### config.mk
export PLATFORM = sky130hd
export DESIGN_NAME = fetch_unescape
export DESIGN_NICKNAME = d
export VERILOG_FILES = /design/src/rtl/fetch_pkg.sv /design/src/rtl/fetch_unescape_byte_queue.sv /design/src/rtl/fetch_unescape.sv
export SDC_FILE = /design/constraint.sdc
export NUM_CORES = 1
export LEC_CHECK = 0
export ABC_AREA = 1
export CAP_MARGIN = 15
export CORE_MARGIN = 2
export CORE_UTILIZATION = 25
export CTS_CLUSTER_DIAMETER = 40
export CTS_CLUSTER_SIZE = 14
export DETAILED_ROUTE_END_ITERATION = 16
export MAX_ROUTING_LAYER = met4
export SYNTH_ARGS = -nofsm -noshare
export SYNTH_HDL_FRONTEND = slang
export SYNTH_SLANG_ARGS = --single-unit
### constraint.sdc
create_clock -name clk -period 5.1 [get_ports clk]
set_input_delay 1.53 -clock clk [delete_from_list [all_inputs] [get_ports clk]]
set_output_delay 1.53 -clock clk [all_outputs]
set_load 0.1 [all_outputs]
### src/rtl/fetch_pkg.sv
// Shared types and constants for the fetch/unescape front end.
// Prefix decode helper maps a byte to its flag bit.
package fetch_pkg;

  typedef enum logic [1:0] {
    S_PREFIX = 2'd0,
    S_BODY   = 2'd1,
    S_ERROR  = 2'd2
  } state_e;

  localparam logic [7:0] PFX_OPSIZE   = 8'h66;
  localparam logic [7:0] PFX_ADDRSIZE = 8'h67;
  localparam logic [7:0] PFX_LOCK     = 8'hF0;
  localparam logic [7:0] PFX_REPNE    = 8'hF2;
  localparam logic [7:0] PFX_REP      = 8'hF3;
  localparam logic [7:0] ESCAPE_0F    = 8'h0F;

  typedef struct packed {
    logic opsize;
    logic addrsize;
    logic lock;
    logic rep;
    logic repne;
    logic esc;
  } flags_t;

  // All-zero result means the byte is not a legacy prefix
  function automatic flags_t pfx_flag(input logic [7:0] b);
    flags_t f;
    f = '0;
    unique case (1'b1)
      (b == PFX_OPSIZE):   f.opsize   = 1'b1;
      (b == PFX_ADDRSIZE): f.addrsize = 1'b1;
      (b == PFX_LOCK):     f.lock     = 1'b1;
      (b == PFX_REPNE):    f.repne    = 1'b1;
      (b == PFX_REP):      f.rep      = 1'b1;
      default:             f = '0;
    endcase
    return f;
  endfunction

endpackage

### src/rtl/fetch_unescape_byte_queue.sv
// Circular byte queue: single-byte push, variable pop,
// and a WINDOW-byte read port starting at the head.
module byte_queue
  import fetch_pkg::*;
#(
  parameter int DEPTH  = 16,
  parameter int WINDOW = 11
) (
  input  logic                      clk,
  input  logic                      rst_n,
  input  logic                      clr,
  input  logic                      push,
  input  logic [7:0]                push_byte,
  input  logic [3:0]                pop_len,
  output logic [$clog2(DEPTH):0]    count,
  output logic [8*WINDOW-1:0]       window
);

  localparam int AW = $clog2(DEPTH);
  localparam int CW = AW + 1;

  logic [7:0]    mem_q [DEPTH];
  logic [7:0]    mem_d [DEPTH];
  logic [AW-1:0] head_q, head_d;
  logic [CW-1:0] count_q, count_d;
  logic [AW-1:0] tail;

  always_comb begin
    tail    = head_q + count_q[AW-1:0];
    mem_d   = mem_q;
    head_d  = head_q + AW'(pop_len);
    count_d = count_q + CW'(push) - CW'(pop_len);
    if (clr) begin
      head_d  = '0;
      count_d = '0;
    end else if (push) begin
      mem_d[tail] = push_byte;
    end
  end

  always_ff @(posedge clk or negedge rst_n) begin
    if (!rst_n) begin
      head_q  <= '0;
      count_q <= '0;
      for (int i = 0; i < DEPTH; i++) mem_q[i] <= '0;
    end else begin
      head_q  <= head_d;
      count_q <= count_d;
      mem_q   <= mem_d;
    end
  end

  always_comb begin
    window = '0;
    for (int k = 0; k < WINDOW; k++)
      window[8*k +: 8] = mem_q[head_q + AW'(k)];
  end

  assign count = count_q;

endmodule

### src/rtl/fetch_unescape.sv
// Fetch front end: strips legacy prefixes and 0F escape into flags.
// Optional retired-instruction counter: FETCH_INSTR_COUNT_EN.
module fetch_unescape
  import fetch_pkg::*;
#(
  parameter int DEPTH        = 16,
  parameter int WINDOW       = 11,
  parameter int MAX_PREFIXES = 4
) (
  input  logic                  clk,
  input  logic                  rst_n,
  input  logic                  flush,
  input  logic                  in_valid,
  output logic                  in_ready,
  input  logic [7:0]            in_byte,
  output logic                  out_valid,
  input  logic                  out_ready,
  input  logic [3:0]            consume_len,
  output logic [8*WINDOW-1:0]   unescaped_instr,
  output logic                  prefix_operand_16bit,
  output logic                  prefix_address_16bit,
  output logic                  prefix_lock,
  output logic                  prefix_rep,
  output logic                  prefix_repne,
  output logic                  is_escaped,
  output logic                  fetch_error,
  output logic [31:0]           instr_count
);

  localparam int CW = $clog2(DEPTH) + 1;
  localparam int PW = $clog2(MAX_PREFIXES + 1);

  state_e        state_q, state_d;
  flags_t        flags_q, flags_d;
  logic [PW-1:0] pfx_q, pfx_d;
  logic [CW-1:0] q_count;
  logic [3:0]    pop_len;
  logic          push;
  logic          hs;
  logic          legal_len;
  logic [7:0]    head;
  flags_t        head_pfx;

  assign in_ready  = (q_count < CW'(DEPTH)) && !flush;
  assign push      = in_valid && in_ready;
  assign out_valid = (state_q == S_BODY) && (q_count >= CW'(WINDOW));
  assign hs        = out_valid && out_ready;
  assign legal_len = (consume_len != 4'd0) && (consume_len <= 4'(WINDOW));
  assign head      = unescaped_instr[7:0];
  assign head_pfx  = pfx_flag(head);

  byte_queue #(
    .DEPTH  (DEPTH),
    .WINDOW (WINDOW)
  ) u_queue (
    .clk       (clk),
    .rst_n     (rst_n),
    .clr       (flush),
    .push      (push),
    .push_byte (in_byte),
    .pop_len   (pop_len),
    .count     (q_count),
    .window    (unescaped_instr)
  );

  always_comb begin
    state_d = state_q;
    flags_d = flags_q;
    pfx_d   = pfx_q;
    pop_len = 4'd0;
    if (flush) begin
      state_d = S_PREFIX;
      flags_d = '0;
      pfx_d   = '0;
    end else begin
      unique case (state_q)
        S_PREFIX: begin
          if (q_count != '0) begin
            if (head_pfx != '0) begin
              if (pfx_q == PW'(MAX_PREFIXES)) begin
                state_d = S_ERROR;
              end else begin
                pop_len = 4'd1;
                pfx_d   = pfx_q + PW'(1);
                flags_d = flags_q | head_pfx;
              end
            end else if (head == ESCAPE_0F) begin
              pop_len     = 4'd1;
              flags_d.esc = 1'b1;
              state_d     = S_BODY;
            end else begin
              state_d = S_BODY;
            end
          end
        end
        S_BODY: begin
          if (hs) begin
            if (legal_len) begin
              pop_len = consume_len;
              flags_d = '0;
              pfx_d   = '0;
              state_d = S_PREFIX;
            end else begin
              state_d = S_ERROR;
            end
          end
        end
        S_ERROR: state_d = S_ERROR;
        default: state_d = S_PREFIX;
      endcase
    end
  end

  always_ff @(posedge clk or negedge rst_n) begin
    if (!rst_n) begin
      state_q <= S_PREFIX;
      flags_q <= '0;
      pfx_q   <= '0;
    end else begin
      state_q <= state_d;
      flags_q <= flags_d;
      pfx_q   <= pfx_d;
    end
  end

  assign prefix_operand_16bit = flags_q.opsize;
  assign prefix_address_16bit = flags_q.addrsize;
  assign prefix_lock          = flags_q.lock;
  assign prefix_rep           = flags_q.rep;
  assign prefix_repne         = flags_q.repne;
  assign is_escaped           = flags_q.esc;
  assign fetch_error          = (state_q == S_ERROR);

`ifdef FETCH_INSTR_COUNT_EN
  logic [31:0] icnt_q, icnt_d;
  logic        retire;

  // Counter survives flush; only reset clears it
  assign retire = hs && legal_len && !flush;

  always_comb icnt_d = icnt_q + 32'(retire);

  always_ff @(posedge clk or negedge rst_n) begin
    if (!rst_n) icnt_q <= '0;
    else        icnt_q <= icnt_d;
  end

  assign instr_count = icnt_q;
`else
  assign instr_count = '0;
`endif

endmodule

==> metrics.cfg, run 1 <==
[status]
status = finished clean

[global_route]
grt_antenna_before_repair = 0
grt_pass1_vias = 12300
grt_util_all_layers_pct = 21.71
grt_max_degree = 135
grt-ovfl-total = 0
grt_pass1_wl_microns = 78800

[timing]
fin_setup_tns_ns = 0
final.setup_skew_ns = 0.008783
hold_viol = 0
fmax_mhz = 205.4
rsz0062_at_grt = false
worst_slew_pin_slew_ns = 1.128
finalCritPeriodShare_pct = 95.47
min_period_ns = 4.869
setup_violations = 0
relSlewSlack_pct = 24.54
whs_ns = 0.4743
drv_slew = 0

[power_and_ir_drop]
ir_drop_v = 0.0002597
p_int_mw = 3.714
leakage_nw = 7.119
swShare_pct = 54.11
powerDensity_nw_per_um2 = 522.7
combPwrFrac_pct = 61.5
switching_power_mw = 4.379
clkPwrFrac_pct = 17.2
power_frac_seq_pct = 21.4

[cells_and_area]
n_antenna_cell = 0
layout-drive-gt1-share_pct = 12.98
finalNetCount = 1987
final_util_pct = 32.57
seq_area_sq_um = 3709
multi_input_area_sq_um = 7706
area_growth_pct = 29.17
n_fill_cell = 5023

[clocking]
clk_pin_slew_ns = 0.07
cts_resized = 0
cts_tree = built
clock_latency_ns = 0.45
cts_buffers = 17
h-tree-depth = 4
root_buffer = clkbuf_16
cts_sinks = 148
cts_max_path_buffers = 2
cts_setup_buffers = 0
postCtsHoldBufs = 0

[place]
portBuffers = 113
place_hpwl_microns = 40960
gp_congestion = 0.9614

[route]
wire_per_inst_microns = 20.73
first_iter_violations = 1559
routed_wl_microns = 53310
via_per_inst = 5.255
vias = 13520
drtPass1Iterations = 6
antenna_left = 0
route.detailed.drc = 0

[worst_setup_path]
max_stage_delay_ns = 0.67
worstSetupStartpointType = register
slowest_stage = buf_4
critPathTopFamily = buffers and inverters
endpoint_kind = output port
crit_buf_inv = 3
worstSetupPathType = register to output port
worst_ep_required_time_ns = 3.57
cp.arrival_ns = 3.34
cpMostUsedCell = nand2_1
cp_cell_sequence = buf_4, ha_1, xor2_2, inv_1, nand2_1, nand2_1, o21ai_0, buf_12
path_max_fanout = 63

[floorplan]
core_area_sq_um = 47550
rows = 80
start_util_pct = 25.21
io_pins = 146
die_x_microns = 223.0
die_h_microns = 223.0
die-area_sq_um = 49720

[synthesis]
synth_warnings = 0
ys_types = 44
ys_seq_area_share_pct = 30.89
synth.ff_latch_count = 148
synth_flop_cell = dfrtp_1
postSynthCellCount = 1893
synth_edf_count = 0
syn-cell-area_sq_um = 11990
syn_area_per_cell_sq_um = 6.333
async_flop_share_pct = 100.0

[flow_run]
cap_violations = 0

[hold_path]
hp-class = register to register

-- metrics by stage --
stage	area (sq um)	std cells	total power, mW	setup slack (ns)
6_report	15480	2572	8.093	0.2309
5_1_grt	15480	2572	8.430	0.1182
4_1_cts	15480	2572	8.096	0.2749
3_5_place_dp	14850	2540	6.714	0.6871
3_3_place_gp	14850	2540	6.680	0.7732
2_1_floorplan	12430	1924	4.885	-0.7232
-- Yosys cell counts, types with 13 or more instances --
cell type	n	area [sq um]
buf_4	39	292.8
dfrtp_1	148	3704
clkbuf_1	70	262.8
ha_1	23	287.8
nor2_1	145	544.3
inv_1	65	244.0
buf_2	18	90.09
a31oi_1	48	300.3
nor3_1	17	85.08
o31ai_1	16	120.1
nand2_2	13	81.33
a21oi_1	35	175.2
nand3_1	241	1206
nand2_1	686	2575
buf_1	18	67.56
o21ai_0	220	1101
-- metal layers --
| metal | up-vias | global-route usage [%] | routed length (microns) |
|---|---|---|---|
| met2 | 640 | 35.67 | 25540 |
| met5 | - | - | 0 |
| met4 | 0 | 7.447 | 1789 |
| li1 | 6336 | - | - |
| met1 | 6461 | 27.81 | 22490 |
| met3 | 80 | 2.384 | 3479 |
-- area by class of cell --
type                            count  area share, %
Multi-Input combinational cell   1554          49.77
Tap cell                          615          4.969
Timing Repair Buffer              154          15.54
Clock inverter                     14          1.236
Clock buffer                       18          2.836
Sequential cell                   148          23.95
Inverter                           69          1.705
-- kinds of logic (layout without fill, tap and decap cells) --
logic type / count (synthesis) / after routing / synth area share (%)
compound gates: 354 / 354 / 16.61
xor+xnor: 14 / 14 / 1.023
fa+ha+maj: 26 / 26 / 2.902
buf+inv: 222 / 255 / 9.007
flops: 148 / 148 / 30.89
mux: 8 / 8 / 0.6680
other cells: 1 / 32 / 0.03128
simple gates: 1120 / 1120 / 38.87
-- worst min-delay path, cell delays in order (launching register included) --
cell and delay (ns):
dfrtp_1 0.35, nand2_1 0.05, nand2_1 0.04
-- final timing paths --
path	startpoint	to	slack [ns]	depth (start not counted)
setup / recovery	u_queue.head_q[1]	unescaped_instr[73]	0.23	8
hold / removal	is_escaped	is_escaped	0.47	2
setup reg to reg	u_queue.head_q[0]	u_queue.count[4]	0.70	24
hold reg to reg	is_escaped	is_escaped	0.47	2
max in group asynchronous	rst_n	u_queue.mem_q[72]	3.04	2
min in group asynchronous	rst_n	prefix_rep	1.19	1
-- placed cells by master (no fill, tap or decap), types with 27 or more instances in the layout --
| cell | count |
|---|---|
| nand3_1 | 241 |
| inv_1 | 65 |
| a21oi_1 | 27 |
| conb_1 | 32 |
| a31oi_1 | 40 |
| nand2_1 | 686 |
| buf_12 | 95 |
| o21ai_0 | 208 |
| nor2_1 | 145 |
| buf_4 | 35 |
| dfrtp_1 | 146 |
-- registers in the layout, indices dropped and copies added (netlist names), 2 cells and up --
signal	cells
pfx_q	3
state_q	2
u_queue.count	5
u_queue.head_q	4
u_queue.mem_q	128
-- power groups by stage --
stage,clock network (mW),logic [mW],registers (mW)
global route,1.44,5.24,1.74
floorplan,0,3.26,1.63
global placement,0,4.95,1.73
finish,1.39,4.97,1.73
detailed placement,0,4.98,1.74
CTS,1.39,4.98,1.72
No activity file was read; power rests on OpenSTA's default activity.
==> inputs of run 2 (changes only) <==
- ABC_AREA: 1 -> not set
- SLEW_MARGIN: not set -> 5
==> metrics.cfg, run 2 <==
[status]
status = finished clean

[worst_setup_path]
path_max_fanout = 25  ; -60%
cp_cell_sequence = inv_2, ha_2, buf_4, mux4_2, mux2i_1, mux2i_4, buf_12
worstSetupStartpointType = register
crit_start = u_queue.head_q[0]
timing.rr.end = u_queue.count[4]
max_stage_delay_ns = 0.70  ; +0.03 ns
worstSetupPathType = register to output port
ff2ff_path_depth = 18  ; -25%
worst_ep_required_time_ns = 3.57  ; about the same
endpoint_kind = output port
slowest_stage = dfrtp_4
cp.arrival_ns = 3.29  ; -0.05 ns
r2r_setup_slack_ns = 0.72  ; +0.02 ns
r2r-start = u_queue.head_q[1]

[synthesis]
synth_top_cell_by_area = mux4_2
synth_flop_cell = dfrtp_1
synth.most_common_cell = mux4_2
synth_top_cell_area_share_pct = 33.82  ; +2.9 points
postSynthCellCount = 890  ; -53%
ys_types = 53  ; +20%
synth.ff_latch_count = 148  ; unchanged
syn-cell-area_sq_um = 12590  ; +5.0%
synth_top_cells_by_count = mux4_2, dfrtp_1, mux2_2, mux2i_1, nand2_1
async_flop_share_pct = 100.0  ; unchanged
synthTopCellsByArea = mux4_2, dfrtp_1, mux2_2
synth_warnings = 0  ; unchanged
syn_area_per_cell_sq_um = 14.14  ; +120%
ys_seq_area_share_pct = 29.43  ; -1.5 points
synth_edf_count = 0  ; unchanged

[floorplan]
die_x_microns = 228.4  ; +2.4%
io_pins = 146  ; unchanged
die_h_microns = 228.4  ; +2.4%
start_util_pct = 25.19  ; about the same
core_area_sq_um = 49970  ; +5.1%
rows = 82  ; +2.5%
die-area_sq_um = 52160  ; +4.9%

[global_route]
grt_antenna_before_repair = 0  ; unchanged
grt_util_all_layers_pct = 16.30  ; -5.4 points
grt_pass1_vias = 8999  ; -27%
grt_pass1_wl_microns = 61400  ; -22%
grt_max_degree = 82  ; -39%
grt-ovfl-total = 0  ; unchanged

[power_and_ir_drop]
power_frac_seq_pct = 22.3  ; +0.9 points
leakage_nw = 6.315  ; -11%
clkPwrFrac_pct = 15.3  ; -1.9 points
powerDensity_nw_per_um2 = 510.7  ; -2.3%
combPwrFrac_pct = 62.4  ; +0.9 points
switching_power_mw = 4.173  ; -4.7%
ir_drop_v = 0.0006462  ; +150%
p_int_mw = 4.086  ; +10%
swShare_pct = 50.53  ; -3.6 points

[clocking]
postCtsHoldBufs = 0  ; unchanged
root_buffer = clkbuf_16
clock_latency_ns = 0.43  ; -0.02 ns
cts_sinks = 148  ; unchanged
clk_pin_slew_ns = 0.06  ; about the same
cts_max_path_buffers = 2  ; unchanged
cts_setup_buffers = 0  ; unchanged
cts_resized = 0  ; unchanged
cts_buffers = 17  ; unchanged
cts_tree = built
h-tree-depth = 4  ; unchanged

[timing]
setup_violations = 0  ; unchanged
min_period_ns = 4.822  ; -0.04716 ns
fmax_mhz = 207.4  ; +0.98%
final.setup_skew_ns = 0.01238  ; +0.003599 ns
hold_viol = 0  ; unchanged
drv_slew = 0  ; unchanged
worst_slew_pin_slew_ns = 0.9742  ; -0.1535 ns
relSlewSlack_pct = 34.85  ; +10 points
fin_setup_tns_ns = 0  ; unchanged
rsz0062_at_grt = false
finalCritPeriodShare_pct = 94.55  ; -0.92 points
layout_setup_ws_ns = 0.2780  ; +0.04716 ns

[cells_and_area]
finalNonFillerCells = 1702  ; -34%
mostFrequentLayoutCells = mux4_2, dfrtp_1, mux2_2
layout-drive-gt1-share_pct = 52.33  ; +39 points
largest_reg_flops = 128  ; unchanged
n_fill_cell = 4871  ; -3.0%
finalNetCount = 1060  ; -47%
layout_commonest_cell = mux4_2
n_antenna_cell = 0  ; unchanged
area_growth_pct = 28.50
regMostFlops = u_queue.mem_q

[flow_run]
cap_violations = 0  ; unchanged

[place]
portBuffers = 113  ; unchanged
place_inst = 1670  ; -34%
gp_congestion = 0.8957  ; -6.8%
dp_slack_ns = 0.7207  ; +0.03363 ns
place_hpwl_microns = 30280  ; -26%

[hold_path]
holdPathStages = 2  ; unchanged
hp-class = register to register
min_to = prefix_operand_16bit
hp-start = prefix_operand_16bit

[route]
vias = 9303  ; -31%
drtPass1Iterations = 5  ; -1
wire_per_inst_microns = 24.19  ; +17%
route.detailed.drc = 0  ; unchanged
antenna_left = 0  ; unchanged
first_iter_violations = 1064  ; -32%
via_per_inst = 5.466  ; +4.0%
routed_wl_microns = 41180  ; -23%

[run 2: changes by cell type in the layout (fill, tap and decap cells not counted), sizes merged, moves of 15 or more]
cell   before  now
nand2     700   40
nand3     251    7
o21ai     230    4
mux4        0  197
mux2        0  136
nor2      149   34
mux2i       8   75
inv        75   26
a31oi      48    0
a21oi      36   17
buf       131  146
[run 2: how the worst max path moves through the flow]
| stage | endpoint | slack [ns] | depth (start not counted) |
|---|---|---|---|
| floorplan | unescaped_instr[56] | 0.04 | 10 |
| global placement | unescaped_instr[41] | 0.73 | 6 |
| detailed placement | unescaped_instr[75] | 0.72 | 7 |
| CTS | unescaped_instr[75] | 0.25 | 7 |
| global route | unescaped_instr[73] | 0.11 | 7 |
| finish | unescaped_instr[9] | 0.28 | 7 |
[run 2: power groups by stage]
stage	Combinational (mW)	Sequential [mW]	Clock, mW
2_1_floorplan	3.69	1.69	0
3_3_place_gp	5.12	1.82	0
3_5_place_dp	5.15	1.84	0
4_1_cts	5.17	1.82	1.29
5_1_grt	5.35	1.88	1.34
6_report	5.15	1.84	1.27
[run 2: worst max-delay path: cells and delay by family, from the launching register on]
| family | cells | cell delay (ns) |
|---|---|---|
| buffers and inverters | 3 | 0.61 |
| flip-flops | 1 | 0.70 |
| multiplexers | 3 | 0.93 |
| adder cells (fa/ha/maj) | 1 | 0.60 |
[run 2: cell type report]
type / count / area [sq um] / share of cell area [%]
multi-input cells: 662 / 8640 / 53.42
flip-flops and latches: 148 / 3711 / 22.95
repair buffers: 169 / 2331 / 14.41
well taps: 672 / 840.8 / 5.199
clock buffers: 18 / 439.2 / 2.715
clock inverters: 14 / 140.1 / 0.8665
inverters: 19 / 71.32 / 0.4410
[run 2: per-layer routing]
layer  GRT usage (%)  up-vias  wire length (microns)
met2           23.06      515                  18380
met1           22.53     4927                  17730
li1                -     3799                      -
met4           5.045        0                   1172
met5               -        -                      0
met3           4.591       62                   3893
[run 2: stage by stage]
step	power (mW)	utilization (%)	area, sq um	hold WS (ns)
final	8.260	32.37	16170	0.4893
after global routing	8.565	32.37	16170	0.5257
after CTS	8.280	32.37	16170	0.4945
after detailed placement	6.989	31.21	15590	0.4809
after global placement	6.947	31.21	15590	0.4824
after floorplan	5.377	-	12940	0.5213
[run 2: logic make-up after synthesis]
| kind of cell | Yosys count | synth area share [%] |
|---|---|---|
| XOR/XNOR | 21 | 1.461 |
| buffers and inverters | 111 | 4.971 |
| multiplexers | 408 | 53.68 |
| AO/OA/AOI/OAI | 52 | 2.843 |
| adder cells (fa/ha/maj) | 26 | 2.764 |
| other | 1 | 0.02980 |
| AND/OR/NAND/NOR | 123 | 4.822 |
| flip-flops | 148 | 29.43 |
